<file path="src/rtl/seq_arith_unit.sv">
`default_nettype none
// +--------------------------------------------------------------------------+
// | Module   : seq_arith_unit                                                |
// | Purpose  : Handshaked unsigned add/sub/mul/div; iterative mul and div.   |
// | Revision : 1.0  initial release                                          |
// +--------------------------------------------------------------------------+
module seq_arith_unit #(
  parameter int WIDTH = 4
) (
  input  logic               clk,
  input  logic               rst_n,
  input  logic               start,
  input  logic [1:0]         op,
  input  logic [WIDTH-1:0]   x,
  input  logic [WIDTH-1:0]   y,
  output logic               busy,
  output logic               done,
  output logic [2*WIDTH-1:0] result,
  output logic               flag
);

  localparam int              c_CW     = $clog2(WIDTH + 1);
  localparam logic [c_CW-1:0] c_LAST   = c_CW'(WIDTH - 1);
  localparam logic [1:0]      c_OP_ADD = 2'd0;
  localparam logic [1:0]      c_OP_SUB = 2'd1;
  localparam logic [1:0]      c_OP_MUL = 2'd2;
  localparam logic [1:0]      c_OP_DIV = 2'd3;

  typedef enum logic [1:0] {
    S_IDLE = 2'd0,
    S_CALC = 2'd1,
    S_FIN  = 2'd2
  } state_t;

  state_t               r_state;
  state_t               w_state_next;
  logic [1:0]           r_op;
  logic [WIDTH-1:0]     r_b;
  logic [2*WIDTH-1:0]   r_acc;
  logic [c_CW-1:0]      r_cnt;

  logic                 w_accept;
  logic                 w_iterate;
  logic [WIDTH:0]       w_sum;
  logic [WIDTH:0]       w_diff;
  logic [WIDTH:0]       w_mul_hi;
  logic [2*WIDTH-1:0]   w_mul_acc;
  logic [WIDTH:0]       w_shift;
  logic                 w_qbit;
  logic [WIDTH-1:0]     w_rem;
  logic [2*WIDTH-1:0]   w_div_acc;
  logic [2*WIDTH-1:0]   w_acc_next;

  assign w_accept  = start && (r_state != S_CALC);
  assign w_iterate = (op == c_OP_MUL) || ((op == c_OP_DIV) && (y != '0));

  assign w_sum  = {1'b0, x} + {1'b0, y};
  assign w_diff = {1'b0, x} - {1'b0, y};

  // Multiply: r_acc = {partial product high half, remaining multiplier bits}.
  assign w_mul_hi  = {1'b0, r_acc[2*WIDTH-1:WIDTH]} + (r_acc[0] ? {1'b0, r_b} : '0);
  assign w_mul_acc = {w_mul_hi, r_acc[WIDTH-1:1]};

  // Divide: r_acc = {partial remainder, dividend bits shifting into quotient}.
  // The restored remainder is always below the divisor, so WIDTH bits suffice.
  assign w_shift   = {r_acc[2*WIDTH-1:WIDTH], r_acc[WIDTH-1]};
  assign w_qbit    = (w_shift >= {1'b0, r_b});
  assign w_rem     = w_shift[WIDTH-1:0] - (w_qbit ? r_b : '0);
  assign w_div_acc = {w_rem, r_acc[WIDTH-2:0], w_qbit};

  assign w_acc_next = (r_op == c_OP_MUL) ? w_mul_acc : w_div_acc;

  always_ff @(posedge clk or negedge rst_n) begin
    if (!rst_n) begin
      r_state <= S_IDLE;
    end else begin
      r_state <= w_state_next;
    end
  end

  always_comb begin
    w_state_next = S_IDLE;
    busy         = 1'b0;
    done         = 1'b0;
    case (r_state)
      S_IDLE, S_FIN: begin
        done = (r_state == S_FIN);
        if (start) begin
          w_state_next = w_iterate ? S_CALC : S_FIN;
        end
      end
      S_CALC: begin
        busy         = 1'b1;
        w_state_next = (r_cnt == c_LAST) ? S_FIN : S_CALC;
      end
      default: w_state_next = S_IDLE;
    endcase
  end

  always_ff @(posedge clk or negedge rst_n) begin
    if (!rst_n) begin
      r_op   <= c_OP_ADD;
      r_b    <= '0;
      r_acc  <= '0;
      r_cnt  <= '0;
      result <= '0;
      flag   <= 1'b0;
    end else if (w_accept) begin
      r_op  <= op;
      r_cnt <= '0;
      case (op)
        c_OP_ADD: begin
          result <= {{(WIDTH-1){1'b0}}, w_sum};
          flag   <= w_sum[WIDTH];
        end
        c_OP_SUB: begin
          result <= {{WIDTH{1'b0}}, w_diff[WIDTH-1:0]};
          flag   <= w_diff[WIDTH];
        end
        c_OP_MUL: begin
          r_b   <= x;
          r_acc <= {{WIDTH{1'b0}}, y};
        end
        default: begin
          if (y == '0) begin
            result <= {x, {WIDTH{1'b1}}};
            flag   <= 1'b1;
          end else begin
            r_b   <= y;
            r_acc <= {{WIDTH{1'b0}}, x};
          end
        end
      endcase
    end else if (r_state == S_CALC) begin
      r_acc <= w_acc_next;
      if (r_cnt == c_LAST) begin
        result <= w_acc_next;
        flag   <= (r_op == c_OP_MUL) && (|w_acc_next[2*WIDTH-1:WIDTH]);
      end else begin
        r_cnt <= r_cnt + c_CW'(1);
      end
    end
  end

endmodule
`default_nettype wire

</file>
<file path="config.mk">
export PLATFORM = sky130hd
export DESIGN_NAME = seq_arith_unit
export DESIGN_NICKNAME = d
export VERILOG_FILES = /design/src/rtl/seq_arith_unit.sv
export SDC_FILE = /design/constraint.sdc
export NUM_CORES = 1
export LEC_CHECK = 0
export ABC_AREA = 0
export CORE_ASPECT_RATIO = 1.25
export CORE_MARGIN = 1
export CORE_UTILIZATION = 50
export DETAILED_ROUTE_END_ITERATION = 8
export PLACE_DENSITY = 0.76
export SKIP_LAST_GASP = 1
export SLEW_MARGIN = 30
export SYNTH_ARGS = -nofsm -noshare
export SYNTH_HDL_FRONTEND = slang
export SYNTH_SLANG_ARGS = --single-unit
</file>
<file path="constraint.sdc">
create_clock -name clk -period 2.5 [get_ports clk]
set_input_delay 0.375 -clock clk [delete_from_list [all_inputs] [get_ports clk]]
set_output_delay 0.375 -clock clk [all_outputs]
set_load 0.02 [all_outputs]
</file>
**Word-level counts from Yosys, hierarchy flattened**

Index checks and enable logic that the tools add are counted.

- Bits in registers: 28
- Output and inout port bits: 11
- Logic and storage cells: 73

- Add/sub/neg operators: 5
- $lt $le $gt $ge: 1
- Eq/ne operators: 14
- Mux-type cells: 28
- Bitwise gates (word level): 1
- Reduce and logical (&&, ||, !) cells: 17

Operators by type and width:

| cell | count |
|---|---|
| 8-bit two-way mux | 8 |
| 8-bit case mux with 3 select lines | 1 |
| 8-bit case mux with 2 select lines | 1 |
| 4-bit two-way mux | 3 |
| 4-bit by 4-bit adder with 5-bit output | 2 |
| 3-bit two-way mux | 3 |
| 2-bit equality test (second input constant) | 4 |
| 2-bit != test (second input constant) | 4 |
| 4-bit case mux with 2 select lines | 1 |
| 1-bit two-way mux | 6 |
| 2-bit two-way mux | 3 |
| 3-bit AND reduction | 2 |
| 5-bit by 4-bit greater-or-equal comparator with 1-bit output | 1 |
| 4-bit by 4-bit subtractor with 5-bit output | 1 |
| 2-bit by 1-bit equality test with 1-bit output (second input constant) | 2 |
| 2-bit logical NOT | 2 |
| 4-bit logical NOT | 1 |
| 4-bit by 1-bit != test with 1-bit output (second input constant) | 1 |
| 2-bit case mux with 2 select lines | 1 |
| 4-bit AND reduction | 1 |
| 2-bit nonzero test | 2 |
| 4-bit nonzero test | 1 |
| 2-bit OR reduction | 2 |
| 4-bit OR reduction | 1 |
| 10 further kinds | 12 |

**Depth between registers and ports, before layout**

Gate-level depths: netlist of the first run.

- Depth in word-level cells: 9
- Mapped depth: 13
- Depth with buffers taken out: 13

**Worst setup path after synthesis of the first run**

OpenSTA, ideal clock, no wires.

- Kind: flip-flop to flip-flop
- Start point: register r_acc[6]
- End point: register r_acc[5]
- Arrival time: 2,317 ps
- Data required time: 2,375 ps
- Path slack: 59 ps
- Stages on the path, launching flop included: 11
- Clock period less this slack: 2,441 ps
- Cells stage by stage: dfrtp_1 -> ha_1 -> nor4_1 -> a22oi_1 -> and2_1 -> ha_1 -> inv_1 -> fa_1 -> nor2_1 -> a211oi_1 -> mux2_2

- Longest elaborated chain between the ends: 6

RTL lines:

| what | line | source |
|---|---|---|
| start, declared | 39 | `logic [2*WIDTH-1:0] r_acc;` |
| start signal, assigned | 122 | `r_acc <= {{WIDTH{1'b0}}, y};` |
| start signal, assigned | 130 | `r_acc <= {{WIDTH{1'b0}}, x};` |
| start signal, assigned | 135 | `r_acc <= w_acc_next;` |
| 5-bit by 4-bit greater-or-equal comparator with 1-bit output | 67 | `assign w_qbit = (w_shift >= {1'b0, r_b});` |
| 4-bit two-way mux | 68 | `assign w_rem = w_shift[WIDTH-1:0] - (w_qbit ? r_b : '0);` |
| 4-bit subtractor | 68 |  |
| 8-bit two-way mux (*) | 71 | `assign w_acc_next = (r_op == c_OP_MUL) ? w_mul_acc : w_div_acc;` |
| 8-bit two-way mux (*) | 134 | `end else if (r_state == S_CALC) begin` |
| 8-bit two-way mux (*) | 108 | `end else if (w_accept) begin` |

Every way passes the cells marked *; elsewhere a longest branch is shown, timed or not. The select of a mux whose other input is x is not followed.
A chain may end at the register's enable or synchronous reset.

**Final worst setup path of the first run**

- Start point: register r_b[0]
- End point: register flag

- Longest elaborated chain between the ends: 9

RTL lines:

| what | line | source |
|---|---|---|
| start, declared | 38 | `logic [WIDTH-1:0] r_b;` |
| start signal, assigned | 129 | `r_b <= y;` |
| 5-bit by 4-bit greater-or-equal comparator with 1-bit output | 67 |  |
| 4-bit two-way mux | 68 |  |
| 4-bit subtractor | 68 |  |
| 8-bit two-way mux (*) | 71 |  |
| 4-bit OR reduction (*) | 138 | `flag <= (r_op == c_OP_MUL) && (\|w_acc_next[2*WIDTH-1:WIDTH]);` |
| 1-bit logical AND (*) | 138 |  |
| 1-bit two-way mux (*) | 136 | `if (r_cnt == c_LAST) begin` |
| 1-bit two-way mux (*) | 134 |  |
| 1-bit two-way mux (*) | 108 |  |
| end signal, assigned | 114 | `flag <= w_sum[WIDTH];` |
| end signal, assigned | 118 | `flag <= w_diff[WIDTH];` |
| end signal, assigned | 138 |  |
| end, declared | 19 | `output logic flag` |

Marks and branches as above.

==> impl_results.md, run 1 <==
- Status: completed
- Max-slew violation count: 0
- Slew @ Worst Pin: 638.7 ps
- Tightest Hold Check Type: input pin to asynchronous set/reset pin
- Critical path launch point type: flip-flop
- Initial Util: 52.08%
- CTS tree: yes
- Final WL: 5439 microns
- Total grt overflow: 0
- # placed instances: 322
- Clock Skews: 2.269 ps
- Layout cell share with drive strength beyond 1: 17.95%
- Mean Syn Cell Area: 9.161 sq um
- Critical Path Fanout Max: 5
- TritonCTS Buffers: 3
- Post-synth EDFFs: 0
- Ys flop type: dfrtp_1
- Later-pin clock latency in the skew report: 280 ps
- CP arrival: 2610 ps
- Layout overhead on the synthesized area: 26.55%
- DRC viols: 0
- Gpl congestion: 0.8868
- Synth Instances: 233
- Routed length per placed instance: 16.53 microns
- Syn. warnings: 0
- Die Wd: 60.44 microns
- DRT iter0 DRCs: 110
- Maximum buffer depth of the clock tree: 2
- Largest net degree at the start of global routing: 29
- Syn Nets: 271
- Seq/Total Area, Yosys: 32.83%
- Setup TNS: 0 ps
- TritonRoute pass-1 iters: 4
- Diode count: 0
- Crit-path cells: buf_4 > and2_1 > ha_1 > fa_2 > a21o_1 > a211o_1 > nor3_1 > o31ai_2
- Core area: 0.004099 sq mm
- Root buffer cell: clkbuf_8
- Max-slew headroom: 57.33%
- Final HPWL DP: 3982 microns
- Leakage power: 0.001261 uW
- Cell Area, Placed: 0.002520 sq mm
- Max VDD drop: 0.5008 mV
- Ys async rst share: 100.0%
- Die area: 0.004536 sq mm
- Die Y: 75.05 microns
- Max cap viols: 0
- CP Class: flip-flop to flip-flop
- # port buffers: 23
- Via density: 5.717
- Antenna Violating Nets Remaining: 0
- Post-layout nets: 312
- Overall Global Routing Usage: 25.15%
- WP data required: 2670 ps
- Final hold vios: 0
- Synth Cell Area: 0.002135 sq mm
- Finished Layout Cells: 329
- H-tree levels: 1
- Critical path's top delay family: compound AO/OA/AOI/OAI gates
- I/O Pins: 24
- Final Critical Period: 2442 ps
- First-pass GRT wire length: 8383 microns
- FMAX: 409.5 MHz
- Largest stage delay, worst path: 430 ps
- Util after Layout: 65.90%
- Tcrit/Tclk final: 97.68%
- Yosys cell types: 51
- Via count: 1881
- Number of global-route vias before repair: 1778
- CP Capture Type: flip-flop
- Post-route cell area: 0.002701 sq mm
- Critical Path Slowest Stage Cell: dfrtp_1
- Fill cells: 344
- CTS sink count: 28
- WP buf/inv: 1
- FF+latch count, synth: 28
- Number of setup violations in the final report: 0
- Clock transition at path regs: 100 ps
- Pwr Density: 1311 mW/mm^2
- Antenna violations before repair: 0
- RSZ-0062 raised after global routing: true
- Row count: 26
-- where the power goes --
group | switching (uW) | internal, uW
logic | 1220 | 1110
registers | 167 | 669
clock network | 155 | 215
total | 1550 | 1990
-- logic make-up (layout without fill, tap and decap cells) --
logic type	after synthesis	count (layout)	share of synthesized area [%]
AOI/OAI and AO/OA	64	64	21.34
xor gates and xnor gates	7	7	2.872
adders and majority gates	25	25	16.06
buffers and inverters	23	63	4.981
DFF	28	28	32.83
muxes	8	8	3.810
and+or+nand+nor	78	78	18.11
-- cell usage after synthesis (2+ instances only) --
cell	n	area [sq um]
a211o_1	2	17.52
a211oi_1	8	60.06
a21o_1	8	60.06
a21oi_1	12	60.06
a22o_1	4	35.03
and2_1	7	43.79
and3_1	4	25.02
buf_2	3	15.01
buf_4	2	15.01
dfrtp_1	28	700.7
fa_1	4	80.08
ha_1	21	262.8
inv_1	14	52.55
mux2i_1	7	70.07
nand2_1	32	120.1
nand2b_1	5	31.28
nand3_1	2	10.01
nand3b_1	2	15.01
nor2_1	13	48.80
nor2b_1	4	25.02
nor3_1	3	15.01
o21ai_0	14	70.07
xnor2_1	6	52.55
-- cells in the final DEF (no fill, tap or decap), types with 3 or more instances in the layout --
cell,synthesis,layout
mux2i_1,7,7
ha_4,0,3
o21ai_1,1,3
clkbuf_8,0,3
fa_1,4,3
nand2_1,32,32
nor2_1,13,12
a22o_1,4,4
dfrtp_1,28,28
clkdlybuf4s50_1,0,23
nand2b_1,5,5
o21ai_0,14,11
nor2b_1,4,4
ha_1,21,16
a211oi_1,8,7
and2_1,7,7
inv_1,14,10
a21oi_1,12,12
a21o_1,8,8
xnor2_1,6,5
buf_4,2,21
inv_2,0,4
nor3_1,3,3
and3_1,4,4
-- registers in the layout, summed over array words and instances, names as in the netlist --
register,cells
r_state,2
flag,1
r_op,2
r_acc,8
r_cnt,3
r_b,4
result,8
-- worst reg2reg max path, cell delays in order, from the launching register on --
cell and delay, ps:
dfrtp_1 430, buf_4 160, and2_1 150, ha_1 220, fa_2 360, a21o_1 170, a211o_1 350, nor3_1 370
o31ai_2 110
-- metrics by stage --
step	setup slack [ps]	hold WS (ps)	total power, uW
finish	57.99	461.8	3542
global route	-53.44	497.5	3807
CTS	6.072	483.1	3293
detailed placement	-47.60	469.2	2835
global placement	28.21	462.2	2788
floorplan	58.69	79.41	2184
-- layer usage --
| layer | up-vias | global-route usage (%) | share of wire [%] | wire, microns |
|---|---|---|---|---|
| met4 | 0 | 9.343 | 2.3 | 123 |
| met5 | - | 0 | 0 | 0 |
| met2 | 53 | 42.98 | 51 | 2766 |
| met3 | 12 | 3.608 | 4.5 | 243 |
| met1 | 907 | 31.97 | 42 | 2306 |
| li1 | 909 | - | - | - |
-- path summary, 6_finish.rpt --
check / from / endpoint / slack [ps] / depth (start not counted)
worst min register to register: result[1] / result[1] / 490 / 1
worst max-delay path: r_b[0] / flag / 60 / 8
min in group clk: result[1] / result[1] / 490 / 1
max in group asynchronous: rst_n / r_op[1] / 1770 / 2
worst max register to register: r_b[0] / flag / 60 / 8
worst min-delay path: rst_n / r_b[0] / 460 / 2
-- timing repair --
action                                  4_1_cts  5_1_grt
resized for setup                             4       18
gates cloned                                  0        0
setup buffers                                 2        1
endpoints found under the setup margin        2        5
hold buffers                                  0        0
pin swaps                                     3        7
-- area by class of cell --
class | instances | area (sq um) | area share, %
multi-input cells | 182 | 1415 | 52.39
clock buffers | 3 | 41.29 | 1.528
inverters | 15 | 56.30 | 2.084
clock inverters | 1 | 30.03 | 1.112
repair buffers | 44 | 387.9 | 14.36
flip-flops and latches | 28 | 700.7 | 25.94
well taps | 56 | 70.07 | 2.594
No activity file was read; power rests on OpenSTA's default activity.
==> run 2, diff against run 1 <==
--- a/config.mk
+++ b/config.mk
@@ -8,9 +8,9 @@
 export ABC_AREA = 0
 export CORE_ASPECT_RATIO = 1.25
 export CORE_MARGIN = 1
-export CORE_UTILIZATION = 50
+export CORE_UTILIZATION = 40
 export DETAILED_ROUTE_END_ITERATION = 8
-export PLACE_DENSITY = 0.76
+export PLACE_DENSITY = 0.63
 export SKIP_LAST_GASP = 1
 export SLEW_MARGIN = 30
 export SYNTH_ARGS = -nofsm -noshare
==> impl_results.md, run 2 (synthesized netlist as in run 1, its figures left out) <==
- Tcrit/Tclk final: 96.29%
- Clock Skews: 5.513 ps
- First-pass GRT wire length: 8797 microns
- Final Critical Period: 2407 ps
- WP buf/inv: 1
- # port buffers: 23
- Critical path's top delay family: adder cells
- Row count: 29
- Crit-path cells: ha_2 > nor4_4 > a22oi_2 > and2_1 > ha_1 > inv_2 > fa_1 > nor2_1 > a211oi_2 > mux2_2
- Maximum buffer depth of the clock tree: 2
- Total grt overflow: 0
- DRT iter0 DRCs: 126
- Largest regs: r_acc: 8 flops, result: 8 flops, r_b: 4 flops
- H-tree levels: 1
- Via density: 5.463
- Root buffer cell: clkbuf_8
- Setup TNS: 0 ps
- Die Y: 83.68 microns
- Max-slew headroom: 59.51%
- CTS sink count: 28
- Die Wd: 67.34 microns
- Clock transition at path regs: 100 ps
- Largest stage delay, worst path: 420 ps
- Final WL: 5410 microns
- Leakage power: 0.001281 uW
- Number of global-route vias before repair: 1860
- CTS Hold Buffers Added: 0
- Number of setup violations in the final report: 0
- Most common library cell in the layout ignoring fill and taps: nand2_1
- Slew @ Worst Pin: 606.2 ps
- TritonRoute pass-1 iters: 4
- Final HPWL DP: 4242 microns
- Die area: 0.005635 sq mm
- Diode count: 0
- Grt met1 use: 26.53%
- Max cap viols: 0
- Antenna violations before repair: 0
- Status: completed
- I/O Pins: 24
- Layout overhead on the synthesized area: 26.08%
- CP arrival: 2570 ps
- Final hold vios: 0
- CTS tree: yes
- DRC viols: 0
- Via count: 1852
- CP Capture Type: flip-flop
- RSZ-0062 raised after global routing: true
- Layout cell share with drive strength beyond 1: 16.61%
- Critical path launch point type: flip-flop
- Gr busiest metal: met2
- Final Power: 3470 uW
- Initial Util: 41.72%
- Pwr Density: 1289 mW/mm^2
- Critical Path Slowest Stage Cell: dfrtp_1
- CP Class: flip-flop to flip-flop
- Util after Layout: 52.60%
- GR Layer Usage met2: 35.55%
- Most frequent cells in the layout: nand2_1, dfrtp_1, buf_4, clkdlybuf4s50_1, ha_1
- Met3 GRT Util: 3.279%
- Tightest Hold Check Type: input pin to asynchronous set/reset pin
- WP data required: 2670 ps
- Core area: 0.005116 sq mm
- Max-slew violation count: 0
- FMAX: 415.4 MHz
- Largest net degree at the start of global routing: 29
- Later-pin clock latency in the skew report: 280 ps
- TritonCTS Buffers: 3
- Routed length per placed instance: 15.96 microns
- Post-layout nets: 316
- Antenna Violating Nets Remaining: 0
- Critical Path Fanout Max: 2
- Gpl congestion: 0.8311
- Max VDD drop: 0.5017 mV
- Overall Global Routing Usage: 20.96%
## run 2: cell types whose count changed in the layout (fill, tap and decap cells not counted), sizes merged
cell	previous run	this run
buf	21	25
## run 2: metrics by stage
stage / area, sq um / setup slack, ps / std cells / hold WS, ps
after CTS: 2635 / -2.331 / 336 / 489.8
after global routing: 2691 / -47.36 / 339 / 510.7
after floorplan: 2135 / 58.69 / 233 / 79.41
after detailed placement: 2557 / -50.08 / 332 / 474.9
final: 2691 / 92.68 / 339 / 473.6
after global placement: 2557 / 32.51 / 332 / 462.1
## run 2: worst paths after layout
kind | start | endpoint | slack (ps) | cells after the start
max reg2reg | r_acc[5] | r_acc[5] | 90 | 10
min in group clk | r_cnt[2] | r_cnt[2] | 490 | 2
min | rst_n | r_state[1] | 470 | 2
max | r_acc[5] | r_acc[5] | 90 | 10
min reg2reg | r_cnt[2] | r_cnt[2] | 490 | 2
max in group asynchronous | rst_n | r_acc[6] | 1760 | 2
## run 2: timing repair
| action | 4_1_cts | 5_1_grt |
|---|---|---|
| gates resized for setup | 2 | 13 |
| pin swaps | 0 | 8 |
| cloned | 0 | 0 |
| endpoints found under the setup margin | 3 | 7 |
| setup buffers | 0 | 3 |
## run 2: routing by layer
metal	up-vias	share of wire, %
met5	-	0
met4	0	1.2
met3	10	3.6
met2	42	53
met1	890	42
li1	910	-
## run 2: area by class of cell
cell class / instances / area [sq um]
Fill cell: 501 / 2425
Multi-Input combinational cell: 182 / 1368
Sequential cell: 28 / 700.7
Timing Repair Buffer: 48 / 417.9
Tap cell: 62 / 77.57
Inverter: 15 / 56.30
Clock buffer: 3 / 41.29
Clock inverter: 1 / 30.03
## run 2: worst reg2reg max path, delay by kind of cell (launching register included)
family / cells / cell delay [ps]
compound gates: 2 / 180
fa+ha+maj: 3 / 770
buf+inv: 1 / 60
flops: 1 / 420
mux: 1 / 290
simple gates: 3 / 570
## run 2: power by group
group / total, uW / switching, uW / internal (uW)
logic: 2290 / 1210 / 1080
clock network: 364 / 149 / 215
registers: 819 / 150 / 669
total: 3470 / 1510 / 1960
==> run 3, diff against run 2 <==
--- a/config.mk
+++ b/config.mk
@@ -11,6 +11,7 @@
 export CORE_UTILIZATION = 40
 export DETAILED_ROUTE_END_ITERATION = 8
 export PLACE_DENSITY = 0.63
+export REMOVE_ABC_BUFFERS = 1
 export SKIP_LAST_GASP = 1
 export SLEW_MARGIN = 30
 export SYNTH_ARGS = -nofsm -noshare
==> impl_results.md, run 3 (synthesized netlist as in run 1, its figures left out) <==
- Status: completed
- RSZ-0062 raised after global routing: true
- Gpl congestion: 0.8553
- Critical path launch point type: flip-flop
- Pre-CTS WS: -60.86 ps
- Largest stage delay, worst path: 420 ps
- Most common library cell in the layout ignoring fill and taps: nand2_1
- First-pass GRT wire length: 8963 microns
- Die area: 0.005635 sq mm
- Most frequent cells in the layout: nand2_1, dfrtp_1, clkdlybuf4s50_1, buf_4, ha_1
- Later-pin clock latency in the skew report: 280 ps
- WP buf/inv: 1
- Final Power: 3547 uW
- Total grt overflow: 0
- CTS sink count: 28
- Crit-path cells: ha_4 > nor4_4 > a22oi_2 > and2_1 > ha_2 > inv_2 > fa_1 > nor2_1 > a211oi_2 > mux2_4
- Largest regs: r_acc: 8 flops, result: 8 flops, r_b: 4 flops
- Routed length per placed instance: 16.10 microns
- Max VDD drop: 0.5777 mV
- I/O Pins: 24
- # port buffers: 23
- Critical path's top delay family: adder cells
- Root buffer cell: clkbuf_8
- FMAX: 414.6 MHz
- CP arrival: 2590 ps
- Die Wd: 67.34 microns
- Critical Path Slowest Stage Cell: dfrtp_1
- Max-slew violation count: 0
- CTS Hold Buffers Added: 0
- Final HPWL DP: 4110 microns
- DRT iter0 DRCs: 51
- Clock Skews: 1.726 ps
- TritonRoute pass-1 iters: 4
- Overall Global Routing Usage: 21.48%
- Critical Path Fanout Max: 2
- Antenna violations before repair: 0
- Tcrit/Tclk final: 96.48%
- Row count: 29
- CTS tree: yes
- Max-slew headroom: 57.38%
- Post-route cell area: 0.002696 sq mm
- Core area: 0.005116 sq mm
- # placed instances: 329
- Slew @ Worst Pin: 637.9 ps
- Final worst slack: 87.95 ps
- Layout overhead on the synthesized area: 26.32%
- Cell Area, Placed: 0.002535 sq mm
- Antenna Violating Nets Remaining: 0
- Final Critical Period: 2412 ps
- Diode count: 0
- Max cap viols: 0
- CP Capture Type: flip-flop
- H-tree levels: 1
- Clock transition at path regs: 100 ps
- CP Class: flip-flop to flip-flop
- Final hold vios: 0
- Post-layout nets: 312
- Largest net degree at the start of global routing: 29
- Layout cell share with drive strength beyond 1: 16.85%
- Number of setup violations in the final report: 0
- Tightest Hold Check Type: input pin to asynchronous set/reset pin
- Finished Layout Cells: 335
- DRC viols: 0
- Via density: 5.391
- Initial Util: 41.72%
- Maximum buffer depth of the clock tree: 2
- Multi-input gate area: 0.001403 sq mm
- Final WL: 5395 microns
- Die Y: 83.68 microns
- Register area: 700.7 sq um
- Pwr Density: 1315 mW/mm^2
- Leakage power: 0.001266 uW
- Via count: 1806
- Number of global-route vias before repair: 1833
- TritonCTS Buffers: 3
- Fill cells: 476
- WP data required: 2680 ps
[run 3: worst paths after layout]
path,endpoint,slack [ps],cells after the start,start
min reg2reg,r_cnt[2],490,2,r_cnt[2]
min,result[1],460,2,rst_n
max in group asynchronous,result[7],1750,2,rst_n
max reg2reg,r_acc[5],90,10,r_acc[5]
min in group clk,r_cnt[2],490,2,r_cnt[2]
max,r_acc[5],90,10,r_acc[5]
[run 3: per-layer routing]
metal | share of wire [%] | global-route usage [%]
met5 | 0 | 0
met4 | 0.98 | 5.222
met3 | 2.4 | 1.913
met2 | 52 | 36.64
met1 | 44 | 28.53
[run 3: worst reg2reg max path, delay by kind of cell (launching register included)]
family / cells / cell delay, ps
AO/OA/AOI/OAI: 2 / 180
flip-flops: 1 / 420
adder cells (fa/ha/maj): 3 / 750
buffers and inverters: 1 / 50
AND/OR/NAND/NOR: 3 / 580
multiplexers: 1 / 310
[run 3: final cells by class]
class | count | area share [%]
multi-input cells | 182 | 52.02
flip-flops and latches | 28 | 25.99
repair buffers | 44 | 14.39
well taps | 62 | 2.877
inverters | 15 | 2.088
clock buffers | 3 | 1.531
clock inverters | 1 | 1.114
[run 3: power by group]
group / total, uW / internal, uW / switching [uW]
Sequential: 812 / 669 / 142
Clock: 374 / 215 / 159
Combinational: 2360 / 1120 / 1240
Total: 3550 / 2010 / 1540
[run 3: timing repair]
item,4_1_cts,5_1_grt
resized for setup,2,20
hold endpoints to repair,0,0
pin swaps,0,9
buffers inserted,0,2
endpoints found under the setup margin,2,6
[run 3: per-stage QoR]
| stage | TNS [ps] | util (%) | hold slack [ps] |
|---|---|---|---|
| finish | 0 | 52.70 | 462.9 |
| global route | -164.0 | 52.70 | 487.7 |
| CTS | -28.36 | 51.16 | 477.6 |
| detailed placement | -84.50 | 49.55 | 468.9 |
| global placement | 0 | 49.55 | 459.0 |
| floorplan | 0 | - | 79.41 |
